<file path="config.mk">
export PLATFORM = sky130hd
export DESIGN_NAME = amiga_dram_ctrl
export DESIGN_NICKNAME = d
export VERILOG_FILES = /design/src/rtl/amiga_dram_ctrl.sv
export SDC_FILE = /design/constraint.sdc
export NUM_CORES = 1
export LEC_CHECK = 0
export CAP_MARGIN = 15
export CELL_PAD_IN_SITES_DETAIL_PLACEMENT = 1
export CELL_PAD_IN_SITES_GLOBAL_PLACEMENT = 1
export CORE_ASPECT_RATIO = 1.4
export CORE_UTILIZATION = 45
export DETAILED_ROUTE_END_ITERATION = 7
export PLACE_DENSITY = 0.85
export SETUP_SLACK_MARGIN = 0.4
export SLEW_MARGIN = 5
export SYNTH_ARGS = -nofsm -noshare
export SYNTH_HDL_FRONTEND = slang
export SYNTH_SLANG_ARGS = --single-unit
export TNS_END_PERCENT = 50
</file>
<file path="constraint.sdc">
create_clock -name CLK -period 5.28 [get_ports CLK]
set_clock_uncertainty 0.15 [all_clocks]
set_input_delay 1.056 -clock CLK [delete_from_list [all_inputs] [get_ports CLK]]
set_output_delay 1.056 -clock CLK [all_outputs]
set_load 0.02 [all_outputs]
</file>
<file path="src/rtl/amiga_dram_ctrl.sv">
// amiga_dram_ctrl: 68000 bus cycle to multiplexed-address DRAM timing (41464, two banks x16) with RAS-only refresh.
// Define AMIGA_DRAM_WPRO_EN to add the _WPRO write-protect input and WPRO_LED output.
module amiga_dram_ctrl #(
  parameter int T_RCD       = 2,
  parameter int T_RP        = 2,
  parameter int T_RAS_REF   = 3,
  parameter int REFRESH_DIV = 112,
  parameter int PEND_MAX    = 7
)(
  input  logic        CLK,
  input  logic        _RST,
  input  logic        SEL,
  input  logic        _AS,
  input  logic        _UDS,
  input  logic        _LDS,
  input  logic        _PRW,
  input  logic [17:1] A,
`ifdef AMIGA_DRAM_WPRO_EN
  input  logic        _WPRO,
  output logic        WPRO_LED,
`endif
  output logic        _DTACK,
  output logic [7:0]  MA,
  output logic        ROWSEL,
  output logic        _RAS,
  output logic [3:0]  _CAS,
  output logic        _WE,
  output logic        _DOE
);

  localparam int DW = $clog2(REFRESH_DIV);
  localparam int PW = $clog2(PEND_MAX + 1);

  typedef enum logic [2:0] {S_IDLE, S_ROW, S_COL, S_ACK, S_PRE, S_REF} state_t;

  state_t          r_state, w_next;
  logic [7:0]      r_cnt;
  logic [7:0]      r_row, r_col, r_ref_row;
  logic            r_bank, r_rd, r_wp;
  logic [3:0]      r_cas_n;
  logic            r_dtack_n;
  logic [DW-1:0]   r_div;
  logic [PW-1:0]   r_pend;
  logic            w_tick, w_ref_done, w_wp_req;
  logic [3:0]      w_cas_hit;

`ifdef AMIGA_DRAM_WPRO_EN
  assign WPRO_LED = _WPRO;
  assign w_wp_req = ~_WPRO;
`else
  assign w_wp_req = 1'b0;
`endif

  // Strobes land on the half of the CAS vector selected by the latched bank bit.
  assign w_cas_hit  = r_bank ? {~_UDS, ~_LDS, 2'b00} : {2'b00, ~_UDS, ~_LDS};
  assign w_tick     = (r_div == DW'(REFRESH_DIV - 1));
  assign w_ref_done = (r_state == S_REF) && (r_cnt == 8'(T_RAS_REF - 1));

  // State register
  always_ff @(posedge CLK or negedge _RST) begin
    if (!_RST) begin
      r_state <= S_IDLE;
      r_cnt   <= '0;
    end else begin
      r_state <= w_next;
      r_cnt   <= (w_next != r_state) ? 8'd0 : r_cnt + 8'd1;
    end
  end

  // Next state
  always_comb begin
    w_next = r_state;
    unique case (r_state)
      S_IDLE: if (r_pend != '0)            w_next = S_REF;
              else if (!_AS && SEL)        w_next = S_ROW;
      S_ROW:  if (_AS)                     w_next = S_PRE;
              else if (r_cnt == 8'(T_RCD - 1)) w_next = S_COL;
      S_COL:  if (_AS)                     w_next = S_PRE;
              else if (|w_cas_hit)         w_next = S_ACK;
      S_ACK:  if (_AS)                     w_next = S_PRE;
      S_PRE:  if (r_cnt == 8'(T_RP - 1))   w_next = S_IDLE;
      S_REF:  if (w_ref_done)              w_next = S_PRE;
      default:                             w_next = S_IDLE;
    endcase
  end

  // Access latches, CAS/DTACK registers
  always_ff @(posedge CLK or negedge _RST) begin
    if (!_RST) begin
      r_row     <= '0;
      r_col     <= '0;
      r_bank    <= 1'b0;
      r_rd      <= 1'b1;
      r_wp      <= 1'b0;
      r_cas_n   <= 4'hF;
      r_dtack_n <= 1'b1;
    end else begin
      if (r_state == S_IDLE && w_next == S_ROW) begin
        r_row  <= A[16:9];
        r_col  <= A[8:1];
        r_bank <= A[17];
        r_rd   <= _PRW;
        r_wp   <= ~_PRW & w_wp_req;
      end
      // CAS bits only ever fall while the access continues; a protected write keeps them high.
      if (w_next == S_ACK) begin
        if (!r_wp) r_cas_n <= r_cas_n & ~w_cas_hit;
      end else begin
        r_cas_n <= 4'hF;
      end
      r_dtack_n <= ~((r_state == S_ACK) && (w_next == S_ACK));
    end
  end

  // Refresh row counter, divider and pending-request counter
  always_ff @(posedge CLK or negedge _RST) begin
    if (!_RST) begin
      r_ref_row <= '0;
      r_div     <= '0;
      r_pend    <= '0;
    end else begin
      r_div <= w_tick ? '0 : r_div + 1'b1;
      if (w_ref_done) r_ref_row <= r_ref_row + 8'd1;
      if (w_tick && !w_ref_done && r_pend != PW'(PEND_MAX))
        r_pend <= r_pend + 1'b1;
      else if (!w_tick && w_ref_done)
        r_pend <= r_pend - 1'b1;
    end
  end

  // Outputs
  always_comb begin
    _RAS   = 1'b1;
    ROWSEL = 1'b1;
    MA     = 8'h00;
    _WE    = 1'b1;
    _DOE   = 1'b1;
    unique case (r_state)
      S_ROW: begin
        _RAS = 1'b0;
        MA   = r_row;
        _WE  = r_rd | r_wp;
      end
      S_COL: begin
        _RAS   = 1'b0;
        ROWSEL = 1'b0;
        MA     = r_col;
        _WE    = r_rd | r_wp;
      end
      S_ACK: begin
        _RAS   = 1'b0;
        ROWSEL = 1'b0;
        MA     = r_col;
        _WE    = r_rd | r_wp;
        _DOE   = ~r_rd;
      end
      S_REF: begin
        _RAS = 1'b0;
        MA   = r_ref_row;
      end
      default: ;
    endcase
    _CAS   = r_cas_n;
    _DTACK = r_dtack_n;
  end

endmodule
</file>
======== Yosys cells after proc, flatten, opt, wreduce, memory -nomap -nowiden ========
Cells that the tools add are included.
word-level totals
  logic and storage cells ................. 72
  input bits .............................. 24
  output and inout port bits .............. 17
  flip-flop bits (word level) ............. 52
operators by class
  eq/ne operators ......................... 12
  reductions and logical operators ........ 17
  add/subtract/negate cells ............... 5
  muxes and demuxes ....................... 21
  bitwise logic cells ..................... 6
operators by type and width
  kind                                                              count
  3-bit 2-to-1 mux                                                  11
  8-bit case mux with 3 select lines                                1
  3-bit case mux with 6 select lines                                1
  8-bit by 1-bit adder with 8-bit output (second input constant)    2
  3-bit by 2-bit == test with 1-bit output (second input constant)  3
  8-bit by 1-bit == test with 1-bit output (second input constant)  1
  8-bit by 2-bit == test with 1-bit output (second input constant)  1
  4-bit 2-to-1 mux                                                  2
  8-bit 2-to-1 mux                                                  1
  4-bit OR reduction                                                2
  7-bit by 1-bit adder with 7-bit output (second input constant)    1
  7-bit == test (second input constant)                             1
  1-bit logical AND                                                 7
  7-bit 2-to-1 mux                                                  1
  3-bit by 1-bit == test with 1-bit output (second input constant)  2
  3-bit == test (second input constant)                             2
  4-bit AND                                                         1
  1-bit 2-to-1 mux                                                  4
  1-bit NOT                                                         4
  4-bit NOT                                                         1
  3-bit by 1-bit adder with 3-bit output (second input constant)    1
  1-bit zero test                                                   3
  3-bit zero test                                                   1
  3-bit != test                                                     1
  other kinds (6)                                                   6

======== Depth between registers and ports, before layout ========
Gate-level depths: netlist of the first run.
  word-level depth ........................ 9
  mapped depth ............................ 10
  mapped depth without buffers ............ 9

======== Worst setup path after synthesis of the first run ========
No wires, ideal clock.
  path kind ............................... register -> output
  start point ............................. reg r_state[1]
  end point ............................... out MA[0]
  data required time ...................... 4.074 ns
  cell stages (with the launch flop) ...... 5
  arrival time ............................ 1.478 ns
  path buffers ............................ 1
  slack ................................... 2.596 ns
  cell sequence ........................... dfrtp_1 > buf_2 > nor2_1 > a22oi_1 > o21ai_0
on the way
  word-level cells in the longest chain between the ends .. 3
  elaborated cells on any way between the ends .. 6
  those cells by class .................... eq/ne (4); mux (1); reduce/logical (1)
RTL lines
  what                                      line  RTL
  from (decl)                               36    state_t r_state, w_next;
  from (signal assigned)                    65    r_state <= w_next;
  3-bit by 2-bit == test with 1-bit output  138   unique case (r_state)
  2-bit OR reduction (no source line)       -
  8-bit case mux with 3 select lines (*)    138
  to (decl)                                 23    output logic [7:0] MA,
Every way passes the cells marked *; elsewhere a longest branch is shown, timed or not.

======== Worst setup path in the final report of the first run ========
  start point ............................. reg r_state[0]
  end point ............................... out MA[4]
The elaborated chain is that of the path after synthesis.

==> results of run 1 <==
==> synthesized netlist by cell type, types with 3 or more instances <==
master / instances / area (um2)
a22oi_1: 8 / 60.1
xnor2_1: 8 / 70.1
and3_1: 3 / 18.8
nand3_1: 11 / 55.1
nand2b_1: 5 / 31.3
a21oi_1: 11 / 55.1
o21ai_0: 19 / 95.1
nand2_1: 24 / 90.1
buf_2: 6 / 30.0
nand4_1: 4 / 25.0
inv_1: 6 / 22.5
nor3_1: 3 / 15.0
ha_1: 5 / 62.6
dfrtp_1: 46 / 1150
nor2_1: 10 / 37.5
nor3b_1: 3 / 22.5
dfstp_2: 6 / 158
mux2_2: 19 / 214
xor2_1: 8 / 70.1
==> worst max-delay path by stage <==
stage               startpoint  endpoint  slack [ns]  cells after the start
finish              r_state[0]     MA[4]        1.36                      5
global route        r_state[0]     MA[4]        1.21                      5
CTS                 r_state[0]     MA[4]        1.34                      5
detailed placement  r_state[0]     MA[4]        1.74                      5
global placement    r_state[0]     MA[4]        1.83                      5
floorplan           r_state[1]     MA[0]        2.60                      4
==> cells by family (layout without fill, tap and decap cells) <==
family | count (synthesis) | count (layout)
compound gates | 51 | 51
xor+xnor | 16 | 16
fa+ha+maj | 6 | 6
buf+inv | 16 | 57
flops | 52 | 52
mux | 20 | 20
simple gates | 78 | 78
==> report_power, final <==
part           switching, W  internal [W]
clock network      0.000132      0.000155
logic              0.000249      0.000244
registers          0.000131      0.000506
==> critical path, delay by kind of cell, from the launching register on <==
kind	cells	cell delay (ns)
buf+inv	2	0.85
flops	1	0.60
simple gates	1	0.55
compound gates	2	0.41
==> cell type report <==
type,count,area [um2],share of cell area [%]
sequential,52,1310,41.5
multi-input combinational,171,1200,38.0
timing repair buffer,43,418,13.2
tap,68,85.1,2.70
clock buffer,6,82.6,2.62
clock inverter,2,38.8,1.23
inverter,6,22.5,0.713
==> per-stage QoR <==
step | instances | worst slack [ns]
finish | 348 | 1.36
global route | 348 | 1.21
CTS | 348 | 1.34
detailed placement | 340 | 1.74
global placement | 340 | 1.83
floorplan | 239 | 2.60
==> sequential cells by signal (all words and copies together) (netlist names) <==
signal	count
r_ref_row	8
_CAS	4
_DTACK	1
r_rd	1
r_cnt	8
r_col	8
r_row	8
r_div	7
r_bank	1
r_pend	3
r_state	3
==> metal layers <==
layer	vias up	part of all wire, %	GRT usage [%]
met5	-	0	0
met4	0	1.8	8.51
met3	10	2.6	3.11
met2	36	56	40.7
met1	976	39	26.2
li1	927	-	-
==> qor.yml, run 1 <==
status:
  outcome: "completed"
synthesis:
  synth_xor_area_share_pct: 5.41
  yosys-mux-area-fraction_pct: 8.65
  synth_compound_area_share_pct: 12.1
  synth_simple_gate_area_share_pct: 17.1
  ys_async_sr_fraction_pct: 100
  ys_types: 49
  synth_top_family_by_area: "simple AND/OR/NAND/NOR gates"
  synth.avg_cell_area_um2: 10.8
  synth_flop_cell: "dfrtp_1"
  ys_seq_area_share_pct: 50.6
  yosysWarnings: 0
  synthAdderAreaFrac_pct: 3.19
  netlist_area_um2: 2590
  synth_nets: 269
  synth_seq_cells: 52
  netlist_instances: 239
  synth_edf_count: 0
routing:
  wire_per_inst_um: 17.5
  num_vias: 1949
  final_antenna_net_count: 0
  via_per_inst: 5.60
  drc_errors: 0
  drtIter0Drc: 52
  drt-total-wl_mm: 6.10
  first_pass_iters: 4
sta:
  fmax_ghz: 0.255
  finalCriticalPeriod_ns: 3.92
  hold_slack_ns: 0.310
  slew_viol_final: 0
  finalSetupViolations: 0
  hold_viol_final: 0
  relSlewSlack_pct: 56.2
  max_slew.worst_pin.slew_ns: 0.658
  rsz0062_at_grt: "false"
  fin_crit_sh_pct: 74.3
  fin_tns_setup_ns: 0
hold_path:
  hold_end: "r_div[0]"
  hold_path.class: "flop to flop"
  hold_depth: 1
  hp-start: "r_div[0]"
critical_path:
  regToRegSetupSlack_ns: 2.28
  worstSetupStartpointType: "flop"
  r2r_cells: 7
  arrival_ns: 2.72
  critical_path.reg2reg.startpoint: "r_state[2]"
  required_ns: 4.07
  worstSetupEndpointType: "primary output"
  path_max_fanout: 14
  max_stage_delay_ns: 0.63
  criticalPathCategory: "flop to primary output"
  slowest_stage: "clkdlybuf4s50_1"
  r2r_end: "r_pend[1]"
  cp_cell_sequence: "inv_1 -> nor2_1 -> a22oi_1 -> o21ai_0 -> clkdlybuf4s50_1"
grt:
  grt_antenna_before_repair: 0
  grt_pass1_wl_mm: 10.2
  grt_max_degree: 53
  first_global_vias: 2096
  grt_usage_pct: 22.5
  grt-ovfl-total: 0
power_and_ir_drop:
  irDropWorstVdd_mv: 0.236
  p_leak_nw: 1.30
  powerDensity_nw_per_um2: 449
  finalPower_w: 0.00142
die:
  start_util_pct: 46.9
  dieWidth_um: 66.1
  core_um2: 5530
  die_area_um2: 6060
  io_pins: 41
  fp-row-count: 32
  die_h_um: 91.7
clocking:
  post_cts_buffers: 0
  clk_latency_ns: 0.31
  post_cts_resized: 0
  cts.sinks: 52
  hold_buffers: 0
  cts_buffer_depth: 2
  cts_tree: "done"
  htreeDepth: 2
  cts_buffers: 5
  root_buffer: "clkbuf_8"
  cts.clk_slew.worst_paths_ns: 0.10
final_layout:
  nets: 309
  n_antenna_cell: 0
  area_growth_pct: 21.9
  final_common_cell: "dfrtp_1"
  fin_util_pct: 57.1
  drive_above_1_share_pct: 15.7
  final_cell_mix: "dfrtp_1, clkdlybuf4s50_1, nand2_1"
  fill_cells: 613
  design_area_um2: 3160
job:
  drv_cap: 0
placement:
  io_buffers: 40
  dp_hpwl_mm: 4.43
  globalplace.congestion: 0.776
  place_area_um2: 3040
No activity file was read; power rests on OpenSTA's default activity.
==> run 2, diff against run 1 <==
--- a/config.mk
+++ b/config.mk
@@ -9,9 +9,9 @@
 export CELL_PAD_IN_SITES_DETAIL_PLACEMENT = 1
 export CELL_PAD_IN_SITES_GLOBAL_PLACEMENT = 1
 export CORE_ASPECT_RATIO = 1.4
-export CORE_UTILIZATION = 45
+export CORE_UTILIZATION = 42
 export DETAILED_ROUTE_END_ITERATION = 7
-export PLACE_DENSITY = 0.85
+export PLACE_DENSITY = 0.8
 export SETUP_SLACK_MARGIN = 0.4
 export SLEW_MARGIN = 5
 export SYNTH_ARGS = -nofsm -noshare
==> constraint.sdc (replaced) <==
create_clock -name CLK -period 3.77 [get_ports CLK]
set_clock_uncertainty 0.15 [all_clocks]
set_input_delay 0.754 -clock CLK [delete_from_list [all_inputs] [get_ports CLK]]
set_output_delay 0.754 -clock CLK [all_outputs]
set_load 0.02 [all_outputs]
==> qor.yml, run 2 (synthesized netlist as in run 1, its figures left out) <==
status:
  outcome: "completed"
clocking:
  cts.sinks: 52  # unchanged
  clk_latency_ns: 0.31  # about the same
  post_cts_resized: 2  # +2
  cts_tree: "done"
  htreeDepth: 2  # unchanged
  cts.clk_slew.worst_paths_ns: 0.09  # about the same
  hold_buffers: 0  # unchanged
  post_cts_buffers: 0  # unchanged
  cts_buffers: 5  # unchanged
  cts_buffer_depth: 2  # unchanged
  root_buffer: "clkbuf_8"
routing:
  via_per_inst: 5.50  # -1.8%
  wire_per_inst_um: 16.8  # -4.1%
  drc_errors: 0  # unchanged
  drtIter0Drc: 48  # -7.7%
  first_pass_iters: 4  # unchanged
  final_antenna_net_count: 0  # unchanged
  num_vias: 1930  # -0.97%
  drt-total-wl_mm: 5.90  # -3.3%
placement:
  globalplace.congestion: 0.831  # +7.0%
  dp_hpwl_mm: 4.43  # +0.18%
  io_buffers: 40  # unchanged
sta:
  fin_tns_setup_ns: 0  # unchanged
  max_slew.worst_pin.slew_ns: 0.586  # -0.0714 ns
  finalCriticalPeriod_ns: 3.17
  fin_crit_sh_pct: 84.0
  finalSetupViolations: 0  # unchanged
  relSlewSlack_pct: 60.7  # +4.5 points
  rsz0062_at_grt: "false"
  slew_viol_final: 0  # unchanged
  hold_viol_final: 0  # unchanged
  fmax_ghz: 0.316
final_layout:
  final_cell_mix: "dfrtp_1, clkdlybuf4s50_1, nand2_1"
  final_common_cell: "dfrtp_1"
  area_growth_pct: 21.6
  n_antenna_cell: 0  # unchanged
  drive_above_1_share_pct: 17.1  # +1.4 points
  fin_util_pct: 53.3  # -3.8 points
  nets: 310  # +0.32%
  fill_cells: 663  # +8.2%
job:
  drv_cap: 0  # unchanged
grt:
  grt_usage_pct: 20.3  # -2.2 points
  grt_antenna_before_repair: 0  # unchanged
  grt-ovfl-total: 0  # unchanged
  first_global_vias: 2057  # -1.9%
  grt_max_degree: 35  # -34%
  grt_pass1_wl_mm: 9.80  # -4.3%
power_and_ir_drop:
  pwr-share-clk_pct: 17.3  # -3.0 points
  sw_frac_of_total_pct: 36.7  # +0.54 points
  pwr-share-seq_pct: 45.9  # +1.0 points
  p_switching_w: 0.000696  # +36%
  p_leak_nw: 1.30  # -0.41%
  powerDensity_nw_per_um2: 602  # +34%
  combPwrFrac_pct: 36.7  # +1.9 points
  p_int_w: 0.00120  # +33%
  irDropWorstVdd_mv: 0.369  # +57%
critical_path:
  worstSetupStartpointType: "flop"
  worstSetupEndpointType: "primary output"
  slowest_stage: "clkdlybuf4s50_1"
  path_delay_family: "buffers and inverters"
  path_max_fanout: 13  # -1
  worst-path-buf-inv: 2  # unchanged
  critical_path.reg2reg.startpoint: "r_state[1]"
  regToRegSetupSlack_ns: 0.84  # -1.44 ns
  r2r_cells: 8  # +1
  max_stage_delay_ns: 0.65  # +0.02 ns
  arrival_ns: 2.26  # -0.46 ns
  cp_cell_sequence: "buf_4 -> and3b_2 -> nand2_1 -> o21ai_0 -> clkdlybuf4s50_1"
  required_ns: 2.87  # -1.20 ns
  r2r_end: "r_pend[1]"
  criticalPathCategory: "flop to primary output"
die:
  dieWidth_um: 68.4  # +3.4%
  io_pins: 41  # unchanged
  die_h_um: 94.9  # +3.4%
  fp-row-count: 33  # +3.1%
  core_um2: 5900  # +6.9%
  start_util_pct: 43.8  # -3.0 points
  die_area_um2: 6490  # +7.0%
hold_path:
  hold_path.class: "input port to async pin"
run 2: worst max path at each step:
stage,from,to,cells after the start
after floorplan,r_div[0],r_pend[1],8
after global placement,r_state[0],MA[5],5
after detailed placement,r_state[0],MA[5],5
after CTS,r_state[0],MA[2],5
after global routing,r_state[0],MA[5],5
final,r_state[1],MA[1],5
run 2: through the flow:
| stage | worst slack (ns) | std cells | instance area (um2) | hold slack, ns | total power [W] |
|---|---|---|---|---|---|
| after floorplan | 1.14 | 239 | 2590 | 0.275 | 0.00134 |
| after global placement | 0.620 | 343 | 3050 | 0.303 | 0.00154 |
| after detailed placement | 0.542 | 343 | 3050 | 0.312 | 0.00157 |
| after CTS | 0.475 | 351 | 3150 | 0.228 | 0.00191 |
| after global routing | 0.473 | 351 | 3150 | 0.249 | 0.00203 |
| final | 0.604 | 351 | 3150 | 0.226 | 0.00190 |
run 2: cell type report:
| type | instances | area (um2) | share of cell area, % |
|---|---|---|---|
| well taps | 70 | 87.6 | 2.78 |
| repair buffers | 44 | 425 | 13.5 |
| clock inverters | 2 | 10.0 | 0.318 |
| multi-input cells | 171 | 1210 | 38.4 |
| clock buffers | 6 | 82.6 | 2.62 |
| flip-flops and latches | 52 | 1310 | 41.6 |
| inverters | 6 | 22.5 | 0.715 |
run 2: layer usage:
| layer | vias up | global-route usage, % | part of all wire (%) |
|---|---|---|---|
| met5 | - | 0 | 0 |
| met4 | 0 | 7.81 | 1.9 |
| met3 | 8 | 3.50 | 2.5 |
| met2 | 30 | 34.7 | 53 |
| met1 | 963 | 24.8 | 43 |
| li1 | 929 | - | - |
run 2: power groups by stage:
stage / sequential, W / clock (W) / combinational, W
finish: 0.000871 / 0.000329 / 0.000697
floorplan: 0.000800 / 0 / 0.000541
global route: 0.000897 / 0.000365 / 0.000770
CTS: 0.000871 / 0.000343 / 0.000701
global placement: 0.000870 / 0 / 0.000666
detailed placement: 0.000881 / 0 / 0.000692
